File: src/rtl/alu_issue.sv
`default_nettype none
// ============================================================================
// Module   : alu_issue
// Brief    : RV32I ALU-op decode/issue stage with 32x32 register file,
//            EX-slot forwarding and writeback into an external alu.
// Revision : 1.0 - initial release
// ============================================================================
module alu_issue #(
  parameter int XLEN = 32
) (
  input  logic            clk,
  input  logic            reset,
  input  logic            in_valid,
  output logic            in_ready,
  input  logic [31:0]     in_instr,
  input  logic            stall,
  output logic [XLEN-1:0] srca,
  output logic [XLEN-1:0] srcb,
  output logic [4:0]      alufunc,
  input  logic [XLEN-1:0] alu_result,
  output logic            wb_valid,
  output logic [4:0]      wb_rd,
  output logic [XLEN-1:0] wb_data,
  output logic            illegal,
  output logic [31:0]     retired
);

  localparam logic [6:0] c_OPC_REG = 7'b0110011;
  localparam logic [6:0] c_OPC_IMM = 7'b0010011;
  localparam logic [6:0] c_F7_BASE = 7'b0000000;
  localparam logic [6:0] c_F7_ALT  = 7'b0100000;

  localparam logic [2:0] c_F3_ADD = 3'b000;
  localparam logic [2:0] c_F3_SLT = 3'b010;
  localparam logic [2:0] c_F3_OR  = 3'b110;
  localparam logic [2:0] c_F3_AND = 3'b111;

  localparam logic [4:0] c_FN_NOP = 5'd0;
  localparam logic [4:0] c_FN_ADD = 5'd1;
  localparam logic [4:0] c_FN_SUB = 5'd2;
  localparam logic [4:0] c_FN_AND = 5'd3;
  localparam logic [4:0] c_FN_OR  = 5'd4;
  localparam logic [4:0] c_FN_SLT = 5'd5;

  // Instruction fields
  logic [6:0] w_opcode;
  logic [4:0] w_rd;
  logic [2:0] w_f3;
  logic [4:0] w_rs1;
  logic [4:0] w_rs2;
  logic [6:0] w_f7;

  assign w_opcode = in_instr[6:0];
  assign w_rd     = in_instr[11:7];
  assign w_f3     = in_instr[14:12];
  assign w_rs1    = in_instr[19:15];
  assign w_rs2    = in_instr[24:20];
  assign w_f7     = in_instr[31:25];

  logic [4:0]      w_func;
  logic            w_legal;
  logic            w_use_imm;
  logic [XLEN-1:0] w_imm;

  assign w_imm = {{(XLEN-12){in_instr[31]}}, in_instr[31:20]};

  always_comb begin
    w_func    = c_FN_NOP;
    w_legal   = 1'b0;
    w_use_imm = 1'b0;
    case (w_opcode)
      c_OPC_REG: begin
        if (w_f7 == c_F7_BASE) begin
          w_legal = 1'b1;
          case (w_f3)
            c_F3_ADD: w_func = c_FN_ADD;
            c_F3_AND: w_func = c_FN_AND;
            c_F3_OR:  w_func = c_FN_OR;
            c_F3_SLT: w_func = c_FN_SLT;
            default:  w_legal = 1'b0;
          endcase
        end else if ((w_f7 == c_F7_ALT) && (w_f3 == c_F3_ADD)) begin
          w_legal = 1'b1;
          w_func  = c_FN_SUB;
        end
      end
      c_OPC_IMM: begin
        w_legal   = 1'b1;
        w_use_imm = 1'b1;
        case (w_f3)
          c_F3_ADD: w_func = c_FN_ADD;
          c_F3_AND: w_func = c_FN_AND;
          c_F3_OR:  w_func = c_FN_OR;
          c_F3_SLT: w_func = c_FN_SLT;
          default:  w_legal = 1'b0;
        endcase
      end
      default: begin
        w_legal = 1'b0;
      end
    endcase
  end

  // Register file and EX slot state
  logic [XLEN-1:0] r_rf [32];
  logic [XLEN-1:0] r_srca;
  logic [XLEN-1:0] r_srcb;
  logic [4:0]      r_alufunc;
  logic [4:0]      r_ex_rd;
  logic            r_ex_valid;
  logic            r_wb_valid;
  logic [4:0]      r_wb_rd;
  logic [XLEN-1:0] r_wb_data;
  logic            r_illegal;
  logic [31:0]     r_retired;

  // Operand read with forwarding from the op currently at the alu; x0 is
  // never written, so the register file read needs no special case.
  logic            w_fwd_a;
  logic            w_fwd_b;
  logic [XLEN-1:0] w_opa;
  logic [XLEN-1:0] w_opb;
  logic [XLEN-1:0] w_srcb_dec;
  logic            w_accept;
  logic            w_retire;

  assign w_fwd_a    = r_ex_valid && (r_ex_rd != 5'd0) && (r_ex_rd == w_rs1);
  assign w_fwd_b    = r_ex_valid && (r_ex_rd != 5'd0) && (r_ex_rd == w_rs2);
  assign w_opa      = w_fwd_a ? alu_result : r_rf[w_rs1];
  assign w_opb      = w_fwd_b ? alu_result : r_rf[w_rs2];
  assign w_srcb_dec = w_use_imm ? w_imm : w_opb;

  assign in_ready = reset && !stall;
  assign w_accept = in_valid && in_ready;
  assign w_retire = !stall && r_ex_valid;

  always_ff @(posedge clk or negedge reset) begin
    if (!reset) begin
      for (int i = 0; i < 32; i++) begin
        r_rf[i] <= '0;
      end
    end else if (w_retire && (r_ex_rd != 5'd0)) begin
      r_rf[r_ex_rd] <= alu_result;
    end
  end

  always_ff @(posedge clk or negedge reset) begin
    if (!reset) begin
      r_srca     <= '0;
      r_srcb     <= '0;
      r_alufunc  <= c_FN_NOP;
      r_ex_rd    <= 5'd0;
      r_ex_valid <= 1'b0;
      r_wb_valid <= 1'b0;
      r_wb_rd    <= 5'd0;
      r_wb_data  <= '0;
      r_illegal  <= 1'b0;
      r_retired  <= 32'd0;
    end else if (stall) begin
      // Everything holds; only a pending illegal pulse is dropped.
      r_illegal <= 1'b0;
    end else begin
      r_wb_valid <= r_ex_valid;
      if (r_ex_valid) begin
        r_wb_rd   <= r_ex_rd;
        r_wb_data <= alu_result;
        r_retired <= r_retired + 32'd1;
      end

      r_illegal <= w_accept && !w_legal;

      if (w_accept && w_legal) begin
        r_srca     <= w_opa;
        r_srcb     <= w_srcb_dec;
        r_alufunc  <= w_func;
        r_ex_rd    <= w_rd;
        r_ex_valid <= 1'b1;
      end else begin
        r_srca     <= '0;
        r_srcb     <= '0;
        r_alufunc  <= c_FN_NOP;
        r_ex_rd    <= 5'd0;
        r_ex_valid <= 1'b0;
      end
    end
  end

  assign srca     = r_srca;
  assign srcb     = r_srcb;
  assign alufunc  = r_alufunc;
  assign wb_valid = r_wb_valid;
  assign wb_rd    = r_wb_rd;
  assign wb_data  = r_wb_data;
  assign illegal  = r_illegal && !stall;
  assign retired  = r_retired;

endmodule
`default_nettype wire
File: config.mk
export PLATFORM = sky130hd
export DESIGN_NAME = alu_issue
export DESIGN_NICKNAME = d
export VERILOG_FILES = /design/src/rtl/alu_issue.sv
export SDC_FILE = /design/constraint.sdc
export NUM_CORES = 2
export LEC_CHECK = 0
export CORE_MARGIN = 3
export CORE_UTILIZATION = 41
export CTS_CLUSTER_DIAMETER = 80
export DETAILED_ROUTE_END_ITERATION = 6
export GPL_TIMING_DRIVEN = 1
export SETUP_SLACK_MARGIN = 0.15
export SLEW_MARGIN = 40
export SYNTH_ARGS = -nofsm -noshare
export SYNTH_HDL_FRONTEND = slang
export SYNTH_SLANG_ARGS = --single-unit
File: constraint.sdc
create_clock -name clk -period 2.8 [get_ports clk]
set_input_delay 0.28 -clock clk [delete_from_list [all_inputs] [get_ports clk]]
set_output_delay 0.28 -clock clk [all_outputs]
set_load 0.03 [all_outputs]
# Word-level counts from Yosys, hierarchy flattened
# Cells that the tools add are included.
[classes]
n_eq_ne = 8
n_lt_le_gt_ge = 4
n_addsub = 1
muxes = 27
reduce_logical = 19
n_bitwise = 4
[op_table]
columns = ["op", "count"]
rows = [
  ["1024-bit bitwise mux", 1],
  ["32-bit binary-select mux with 5-bit select", 2],
  ["32-bit two-way mux", 10],
  ["32-bit demux with 5-bit select", 1],
  ["32-bit by 1-bit adder with 32-bit output, second input constant", 1],
  ["6-bit >= comparator, second input constant", 3],
  ["5-bit inverter with 6-bit output", 3],
  ["7-bit by 6-bit equality test with 1-bit output, second input constant", 2],
  ["1-bit logical AND", 12],
  ["3-bit one-hot mux with 4 select lines", 1],
  ["5-bit equality test", 2],
  ["5-bit two-way mux", 2],
  ["5-bit one-hot mux with 2 select lines", 1],
  ["7-bit by 5-bit equality test with 1-bit output, second input constant", 1],
  ["7-bit logical NOT", 1],
  ["3-bit equality test, second input constant", 2],
  ["6-bit by 1-bit < comparator with 1-bit output, second input constant", 1],
  ["1-bit two-way mux", 6],
  ["5-bit nonzero test", 1],
  ["4-bit OR reduction", 1],
  ["3-bit by 2-bit equality test with 1-bit output, second input constant", 1],
  ["3-bit logical NOT", 1],
  ["3-bit two-way mux", 1],
  ["1-bit logical NOT", 2],
  ["4 further kinds", 4],
]
[word_totals]
elab_cells = 105
output_inout_bits = 141
reg_bits = 1170

# Logic depth before layout (Yosys ltp)
[depth]
ltp_word = 8
depth_mapped = 10

# Worst setup path after synthesis
# Ideal clock, no wire load.
[synth_path]
kind = "input -> register"
from = "input port in_instr[15]"
to = "register r_srca[12], in the netlist srca[12]"
path_slack_ns = 0.531
required_ns = 2.670
path_stages = 6
arrival_ns = 2.139
path_cell_list = "buf_2 > buf_1 > mux4_2 > a221o_1 > nor3_1 > o21ai_0"
[synth_via]
elab_chain_cells = 6
word_cells_on_any_way = 8
cone_classes = "1 x eq/ne; 5 x mux; 1 x bitwise; 1 x reduce/logical"
[synth_lines]
columns = ["item", "line_no", "source"]
rows = [
  ["from (decl)", "15", "input logic [31:0] in_instr,"],
  ["5-bit inverter with 6-bit output (implied by the code)", "129", "assign w_opa = w_fwd_a ? alu_result : r_rf[w_rs1];"],
  ["32-bit binary-select mux with 5-bit select", "129", ""],
  ["32-bit two-way mux (implied by the code) (2 in series)", "129", ""],
  ["32-bit two-way mux *", "129", ""],
  ["32-bit two-way mux *", "172", "if (w_accept && w_legal) begin"],
  ["to (signal assigned)", "173", "r_srca <= w_opa;"],
  ["to (decl)", "106", "logic [XLEN-1:0] r_srca;"],
]
# Mark *: on every way between the ends. The rest lies on a longest branch, timed or not. The select of a mux whose other input is x is not followed.
# A chain may end at the register's enable or synchronous reset.

# Worst setup path in the final report
[layout_path]
from = "input port stall"
to = "output port in_ready"
[layout_via]
elab_chain_cells = 2
[layout_lines]
columns = ["item", "line_no", "source"]
rows = [
  ["from (decl)", "16", "input logic stall,"],
  ["1-bit logical NOT", "133", "assign in_ready = reset && !stall;"],
  ["1-bit logical AND", "133", ""],
  ["to (decl)", "14", "output logic in_ready,"],
]
# No other way between the ends.

==> metrics.md <==
| Metric | Value |
|---|---|
| Initial Util | between 40% and 50% |
| Final worst path period need | between 2 and 3 ns |
| Iter 0 DRT Violations | about 4200 |
| Remaining antenna violation count after routing | 0 |
| R2R Setup Slk | around 0.2 ns |
| Worst hold-check path type | in -> reg |
| Top library cells by usage in the layout, fill and taps aside | dfrtp_1 (1168), mux2_2 (1059), mux4_2 (502) |
| Sum of net half-perimeters after detailed placement | approximately 130000 µm |
| Type of element launching the critical path | primary input |
| Clock sink total | about 1200 |
| Clk slew on worst S/H paths | 0.06 ns |
| Cell type with the highest aggregate area in the netlist | dfrtp_1 |
| Sequential-to-total area share from yosys stat | 48.3% |
| Core area | about 150000 µm² |
| Utilization after layout | between 40% and 50% |
| Fraction of synthesized cell area taken by the top area cell type | 48.3% |
| Number of cell instances on the worst register-to-register path | 6 |
| Clock Skew | about 0.027 ns |
| Setup bufs post-CTS | 0 |
| Run status | complete, no violations |
| Total count of max-transition violations in the final report | 0 |
| Via count of the first global-routing pass | roughly 40000 |
| Leading cell type in the layout, fill and taps excluded | dfrtp_1 |
| Mean number of vias per cell | between 6 and 7 |
| Count of input and output buffers | approximately 210 |
| Max_slew headroom | a little under 40% |
| Category of the worst setup path capture point | output pin |
| Reg2Reg Launch Point | r_ex_valid$_DFFE_PN0N_ |
| Maximum VDD drop | between 0.5 and 0.6 mV |
| Mean area per synthesized cell | 14.5 µm² |
| Count of maximum capacitance violations | 0 |
| Final worst path period share | between 90% and 100% |
| Maximum number of pins on one net before global-route repair | about 120 |
| Type of the worst setup path | in -> out |
| Hold Vio Cnt, Final | 0 |
| Worst slew pin tran | 0.919 ns |
| Syn-to-layout area delta | 18.1% |
| Req. time, crit path | 2.52 ns |
| Maximum fanout along the worst path | 66 |
| Total overflow reported by the global router | 0 |
| Main flop type after synthesis | dfrtp_1 |
| Cells after Synth | 4182 |
| Clock tree root buffer cell | clkbuf_16 |
| Worst hold path depth | 3 |
| Leak Pwr | around 33 nW |
| Post-synth EDFFs | 0 |
| Global-route wire length before repair | 303000 µm |
| Site Rows | 140 |
| Combined global-route utilization of all metal layers | around 27% |
| Final RePlAce weighted congestion | 0.869 |
| Number of antenna violations at the first check in global routing | 4 |
| Total of endpoints with negative setup slack in the final report | 0 |
| Clock latency on the worst-skew pair | 0.78 ns |
| Async set-or-reset flop fraction in the synthesized netlist | between 90% and 100% |
| Hold Path End | srca[15]$_DFFE_PN0N_ |
| FILL cells | about 13000 |
| Layout cell share with drive strength beyond 1 | a little under half |
| Routed WL per cell | approximately 32 µm |
| Die X-Extent | around 400 µm |
| Setup TNS after final layout | 0 ns |
| Endpoint of the lowest-slack register-to-register path | r_rf[531]$_DFFE_PN0P_ |
| Number of levels the H-tree was split into | 4 |
| FF+latch count, synth | 1168 |
| Mapped Area | around 61000 µm² |
| Die area | 152000 µm² |
| Syn. warnings | 0 |
| Crit path arrival time | roughly 2.4 ns |
| Height of the die | roughly 400 µm |
| Total iterations of the first detailed-routing run | 6 |
| DRC viols | 0 |
| Drt total wl | 208000 µm |
| Distinct cell type count of the synthesized netlist | 60 |
| Cells taking the most area after synthesis | dfrtp_1 (48%), mux2_2 (20%), mux4_2 (19%), clkbuf_1 (1.8%), mux2i_1 (1.6%) |
| TritonCTS clock tree | yes |
| Post-layout nets | about 4500 |
| Multi-input gate area in the final layout | approximately 30000 µm² |
| Upper clock frequency limit | around 380 MHz |
| Source of the worst hold timing path | alu_result[15] |
| Setup repair after global routing missed its margin | no |
| Number of primary I/O pins | ~210 |
| FF+latch area | a little under 30000 µm² |
| Deepest clock path buffer count | 3 |
| CTS buffer count | roughly 140 |
| Count of vias placed by the detailed router | slightly above 40000 |
| Power density over cell area | ~520 nW/µm² |
## critical path, cell delays in order
cell and delay (ns):
dlygate4sd3_1 0.57, buf_4 0.23, buf_12 0.21, nor2b_1 0.25
clkdlybuf4s50_1 0.70
## Yosys cell counts (21+ instances only)
cell and count:
a21oi_1 59, a22oi_1 28, a2bb2oi_1 25, a32o_1 21
buf_1 68, buf_2 65, clkbuf_1 286, dfrtp_1 1168
mux2_2 1059, mux2i_1 99, mux4_2 502, nand2_1 254
nand3_1 23, nand4_1 35, nor2_1 63, nor3_1 42
o21ai_0 48, o221ai_1 26, o22ai_1 64, xnor2_1 26
## worst max-delay path by stage
stage | endpoint | startpoint
final | in_ready | stall
after global routing | in_ready | stall
after floorplan | srca[12]$_DFFE_PN0N_ | in_instr[15]
after detailed placement | srcb[0]$_DFFE_PN0N_ | in_instr[20]
after global placement | srca[9]$_DFFE_PN0N_ | in_instr[25]
after CTS | in_ready | stall
## layer usage
| layer | up-vias | track usage [%] | wire length, µm |
|---|---|---|---|
| li1 | 16500 | - | - |
| met1 | 22200 | 39.3 | 90600 |
| met2 | 1754 | 41.5 | 94500 |
| met3 | 373 | 5.43 | 15800 |
| met4 | 0 | 9.12 | 7400 |
| met5 | - | 0 | 0 |
## timing repair
item / CTS / global route
endpoints found under the hold margin: 283 / 1
hold buffers: 6 / 1
setup endpoints to repair: 0 / 1
resized for setup: 0 / 1
## where the power goes
part | leakage, nW | internal (mW) | switching [mW]
registers | 16.3 | 16.9 | 0.00464
logic | 14.4 | 0.806 | 1.63
clock network | 2.22 | 10.5 | 7.38
## sequential cells by signal (all words and copies together), names as in the netlist
register    cells
r_ex_rd         5
wb_valid        1
wb_data        32
r_rf         1024
wb_rd           5
retired        32
r_ex_valid      1
alufunc         3
srcb           32
srca           32
r_illegal       1
## stage by stage
step           setup WS [ns]  instance area, µm²  std cells  hold slack (ns)  total power, mW
2_1_floorplan          0.531               60500       4183          -0.0156             18.3
3_3_place_gp          0.0953               66900       6165            0.144             19.6
3_5_place_dp           0.119               66900       6167            0.141             19.6
4_1_cts                0.155               71500       6417           0.0464             37.6
5_1_grt                0.157               71500       6418            0.116             38.4
6_report               0.166               71500       6420           0.0957             37.2
## cell type report
type / instances / share of cell area, %
inverters: 15 / 0.0805
multi-input cells: 2559 / 41.5
well taps: 1917 / 3.36
repair buffers: 515 / 7.91
diodes: 2 / 0.00700
flip-flops and latches: 1168 / 40.9
clock inverters: 44 / 0.637
clock buffers: 200 / 5.62
## logic make-up after synthesis
kind of cell               Yosys count  share of synthesized area [%]
buffers and inverters              456                           3.13
AOI/OAI and AO/OA                  358                           4.18
other                                1                        0.00619
adders and majority gates            1                         0.0207
muxes                             1660                           40.0
and+or+nand+nor                    497                           3.78
xor gates and xnor gates            41                          0.593
DFF                               1168                           48.3
(Power assumes the default switching activity.)
